==> src/rtl/avg_unpool_layer.sv <==
// 2x upsampling of a pooled feature map: each input element becomes a 2x2 block,
// scaled by 1/4 (average-backward) or copied (nearest-neighbour), streamed in raster order.
module avg_unpool_layer #(
  parameter int IN_W = 3,
  parameter int IN_H = 3,
  parameter int MODE = 0
) (
  input  logic               clk,
  input  logic               rst,
  input  logic               start,
  input  logic signed [31:0] in_fm [0:IN_W*IN_H-1],
  output logic               busy,
  output logic               done,
  output logic               out_valid,
  input  logic               out_ready,
  output logic signed [31:0] out_data,
  output logic [5:0]         out_index,
  output logic signed [31:0] out_fm [0:4*IN_W*IN_H-1]
);

  localparam int OW = 2 * IN_W;
  localparam int OH = 2 * IN_H;
  localparam int NI = IN_W * IN_H;
  localparam int NO = OW * OH;
  localparam int CW = (OW > 1) ? $clog2(OW) : 1;
  localparam int RW = (OH > 1) ? $clog2(OH) : 1;
  localparam logic [CW-1:0] COL_LAST = CW'(OW - 1);
  localparam logic [RW-1:0] ROW_LAST = RW'(OH - 1);

  typedef enum logic [1:0] {
    S_IDLE,
    S_EMIT,
    S_DONE
  } state_t;

  state_t r_state;
  state_t w_state_nx;

  logic signed [31:0] r_in_buf [0:NI-1];
  logic [CW-1:0]      r_col;
  logic [RW-1:0]      r_row;
  logic [5:0]         r_idx;

  logic               w_accept;
  logic               w_fire;
  logic               w_last;
  int                 w_src;
  logic signed [31:0] w_src_val;
  logic signed [31:0] w_px;

  assign w_fire    = (r_state == S_EMIT) && out_ready;
  assign w_last    = (r_row == ROW_LAST) && (r_col == COL_LAST);
  assign w_src     = (int'(r_row) >> 1) * IN_W + (int'(r_col) >> 1);
  assign w_src_val = r_in_buf[w_src];
  assign w_px      = (MODE == 0) ? (w_src_val >>> 2) : w_src_val;

  always_comb begin
    w_state_nx = r_state;
    w_accept   = 1'b0;
    unique case (r_state)
      S_IDLE, S_DONE: begin
        if (start) begin
          w_accept   = 1'b1;
          w_state_nx = S_EMIT;
        end
      end
      S_EMIT: begin
        if (w_fire && w_last) w_state_nx = S_DONE;
      end
      default: w_state_nx = S_IDLE;
    endcase
  end

  always_ff @(posedge clk) begin
    if (rst) r_state <= S_IDLE;
    else     r_state <= w_state_nx;
  end

  // Snapshot is taken only on an accepted start, so in_fm may change freely mid-run.
  always_ff @(posedge clk) begin
    if (rst) begin
      r_col <= '0;
      r_row <= '0;
      r_idx <= '0;
      for (int i = 0; i < NI; i++) r_in_buf[i] <= '0;
      for (int i = 0; i < NO; i++) out_fm[i] <= '0;
    end else if (w_accept) begin
      r_col <= '0;
      r_row <= '0;
      r_idx <= '0;
      for (int i = 0; i < NI; i++) r_in_buf[i] <= in_fm[i];
    end else if (w_fire) begin
      out_fm[r_idx] <= w_px;
      r_idx <= r_idx + 6'd1;
      if (r_col == COL_LAST) begin
        r_col <= '0;
        r_row <= r_row + RW'(1);
      end else begin
        r_col <= r_col + CW'(1);
      end
    end
  end

  assign busy      = (r_state == S_EMIT);
  assign done      = (r_state == S_DONE);
  assign out_valid = (r_state == S_EMIT);
  assign out_data  = out_valid ? w_px : '0;
  assign out_index = out_valid ? r_idx : '0;

endmodule

==> config.mk <==
export PLATFORM = sky130hd
export DESIGN_NAME = avg_unpool_layer
export DESIGN_NICKNAME = d
export VERILOG_FILES = /design/src/rtl/avg_unpool_layer.sv
export SDC_FILE = /design/constraint.sdc
export NUM_CORES = 2
export LEC_CHECK = 0
export ABC_AREA = 1
export CAP_MARGIN = 0
export CORE_AREA = 4 4 581 583
export CTS_CLUSTER_DIAMETER = 200
export DETAILED_ROUTE_END_ITERATION = 10
export DIE_AREA = 0 0 585 587
export RECOVER_POWER = 25
export SYNTH_ARGS = -nofsm -noshare
export SYNTH_HDL_FRONTEND = slang
export SYNTH_SLANG_ARGS = --single-unit
==> constraint.sdc <==
create_clock -name clk -period 21.1 [get_ports clk]
set_input_delay 3.165 -clock clk [delete_from_list [all_inputs] [get_ports clk]]
set_output_delay 3.165 -clock clk [all_outputs]
set_load 0.1 [all_outputs]
==> metrics.md <==
| Metric | Value |
|---|---|
| Worst path max stage delay | 3.95 ns |
| Initial Util | 18.5% |
| Yosys cell types | 28 |
| Largest cells by area after synthesis | dfxtp_1 36%, inv_1 15%, edfxtp_1 13% |
| Reg clk slew, reported paths | 0.06 ns |
| Final period utilization | 68.0% |
| Layout cells sized above 1 | 5.35% |
| Yosys reg bits | 1364 |
| CTS buffer count | 165 |
| Synthesis Warnings | 0 |
| Failing checks | capacitance limit, slew limit |
| Unrepaired setup endpoints after global routing | false |
| Post-CTS setup buffer count | 0 |
| Cell count after synthesis | 8735 |
| DRT Pass-1 Iters | 8 |
| Status | finished, violations left |
| Tmin final | 14.35 ns |
| Register area share after synthesis | 48.7% |
| Power per cell area | 72.0 mW/mm^2 |
| Main synth FF type | dfxtp_1 |
| WP buf/inv | 4 |
| Global-route wire length before repair | 479000 um |
| Leak | 37.9 nW |
| Crit path max-delay family | buffers and inverters |
| Gr usage total | 20.1% |
| Max layer used | met5 |
| CTS sink count | 1364 |
| CTS tree | yes |
| Dpl cells | 14100 |
| Largest net degree at the start of global routing | 197 |
| Num rows | 212 |
| IO buf count | 1466 |
| Net Sw Frac | 27.5% |
| Detailed Place HPWL | 244000 um |
| Most frequent cell after synthesis | inv_1 |
| Routed len/inst | 25.3 um |
| Gr ovfl total | 0 |
| Final TNS setup | 0 ns |
| Nets | 10200 |
| Max-slew violations | 679 |
| Fin cells | 14400 |
| Setup violators final | 0 |
| Reg2Reg Setup Slack | 13.46 ns |
| Netlist Area Pre-Place | 0.0617 sq mm |
| Area fraction of the dominant cell type after synthesis | 35.5% |
| Clk network pwr share | 46.8% |
| Post-CTS sizing | 0 |
| Die area | 0.343 sq mm |
| Critical path class | input pin to flop |
| Core area | 0.333 sq mm |
| # IOs | 1485 |
| Final hold violation count | 0 |
| Asr flop ratio synth | 0% |
| WL final | 364000 um |
| Hold crit path type | flop to flop |
| Clock root buffer | clkbuf_16 |
| WP data required | 21.54 ns |
| Critical path launch point type | input pin |
| M1 WL | 146000 um |
| Reg area | 0.0300 sq mm |
| Critical Path AT | 14.79 ns |
| Area of the multi-input gates | 0.0197 sq mm |
| Maxcap violations | 16 |
| Syn Nets | 9034 |
| Most frequent CP cell | clkbuf_1 |
| Mean Syn Cell Area | 7.06 sq um |
| DRC | 0 |
| Internal | 4.47 mW |
| Max H-tree Level | 4 |
| Reg power frac | 44.5% |
| Cell Chain, Critical Path | clkbuf_1, a21oi_1, clkinvlp_2, clkbuf_1, buf_4 |
| Die width | 585 um |
| Worst skew pair latency | 0.87 ns |
| Commonest cells post-synth | 2397 x inv_1, 1522 x nand2_1, 1210 x nand3_1 |
| Wire length on met2 | 161000 um |
| Vias in the first global route | 56100 |
| Routed via count | 61900 |
| DRT iter0 DRCs | 7040 |
| Via density | 4.30 |
| Crit path max fanout | 116 |
| F_max | 69.7 MHz |
| Yosys top cell by area | dfxtp_1 |
| Die Y | 587 um |
| Worst-Margin Slew | 5.77 ns |
| Placer Congestion | 0.821 |
| Clock Skews | 0.0838 ns |
| Slowest CP cell | clkbuf_1 |
| Final ANT Viol Nets | 0 |
| Worst slew margin | -285% |
| Number of fill cells | 36500 |
| Clock Path Buffers | 4 |
| Psw | 1.69 mW |
| Synthesis-to-finish area growth | 38.8% |
| Power share of the combinational group | 8.7% |
| Post-synth EDFFs | 270 |
| IR drop worst, VDD | 0.0559 mV |
| Initial antenna violation count | 55 |
| WL met3 | 37500 um |
| CTS Hold Bufs | 0 |
| Setup crit end kind | flop |
-- power groups by stage --
stage / Clock (mW) / Sequential (mW) / Combinational [mW]
after floorplan: 0 / 2.84 / 0.209
after global placement: 0 / 2.80 / 0.535
after detailed placement: 0 / 2.80 / 0.538
after CTS: 2.94 / 2.74 / 0.539
after global routing: 3.05 / 2.75 / 0.555
final: 2.89 / 2.74 / 0.536
-- routing by layer --
layer	up-vias	global-route usage [%]
met4	4	9.63
li1	28300	-
met1	29200	25.3
met5	-	0
met2	3654	31.6
met3	775	5.34
-- flip-flops by register name (all words and copies together) (netlist names) --
name and count:
r_idx 6, r_col 3, r_row 3, r_state 2
out_fm 1080, r_in_buf 270
-- layout make-up --
cell class	instances	share of cell area, %
Sequential cell	1364	35.1
Antenna cell	36	0.105
Clock inverter	53	0.706
Tap cell	4387	6.41
Inverter	2438	10.7
Clock buffer	236	5.52
Timing Repair Buffer	1628	18.5
Multi-Input combinational cell	4257	23.0
-- cells by family (layout without fill, tap and decap cells) --
logic type               after synthesis  in the layout  synth area share [%]
AO/OA/AOI/OAI                       1069           1069                  8.69
adder cells (fa/ha/maj)                7              7                 0.166
buffers and inverters               3114           4355                  20.2
flip-flops                          1364           1364                  48.7
other                                  0             36                     0
AND/OR/NAND/NOR                     3181           3181                  22.3
-- per-stage QoR --
step	hold WS [ns]	utilization (%)	cell area, sq um	total power [mW]	worst slack (ns)
detailed placement	0.476	24.1	80300	3.33	11.96
global route	0.517	25.7	85500	6.35	5.93
floorplan	0.452	-	61700	3.05	11.59
global placement	0.467	24.1	80300	3.33	11.95
CTS	0.488	25.7	85600	6.22	10.97
finish	0.495	25.7	85600	6.17	6.75
-- worst min-delay path: cells and delay by family (launching register included) --
family	cells	cell delay, ns
DFF	1	0.34
buffers and inverters	1	0.06
AOI/OAI and AO/OA	1	0.05
-- path summary, 6_finish.rpt --
path | endpoint | cells after the start | startpoint
max | r_in_buf[8][6]$_SDFFCE_PN0P_ | 5 | rst
min | r_col[0]$_SDFFE_PP0P_ | 2 | r_col[0]$_SDFFE_PP0P_
max reg2reg | r_in_buf[8][6]$_SDFFCE_PN0P_ | 5 | r_state[0]$_SDFFE_PP0P_
min reg2reg | r_col[0]$_SDFFE_PP0P_ | 2 | r_col[0]$_SDFFE_PP0P_
-- layout by cell type, fill, tap and decap left out, drive strengths merged --
master	count
fa	2
clkinvlp	5
nor3	1
dfxtp	1094
o32ai	1
clkinv	47
a22oi	1
clkdlybuf4s50	1439
inv	2433
nand3	1240
nand3b	1
o21a	1
buf	156
a211oi	1
o21ai	5
dlygate4sd3	9
diode	36
nand2	1525
nor2	414
a21oi	1060
edfxtp	270
ha	5
clkbuf	260
bufinv	6
Note: power is estimated with default switching activity, not from simulation.
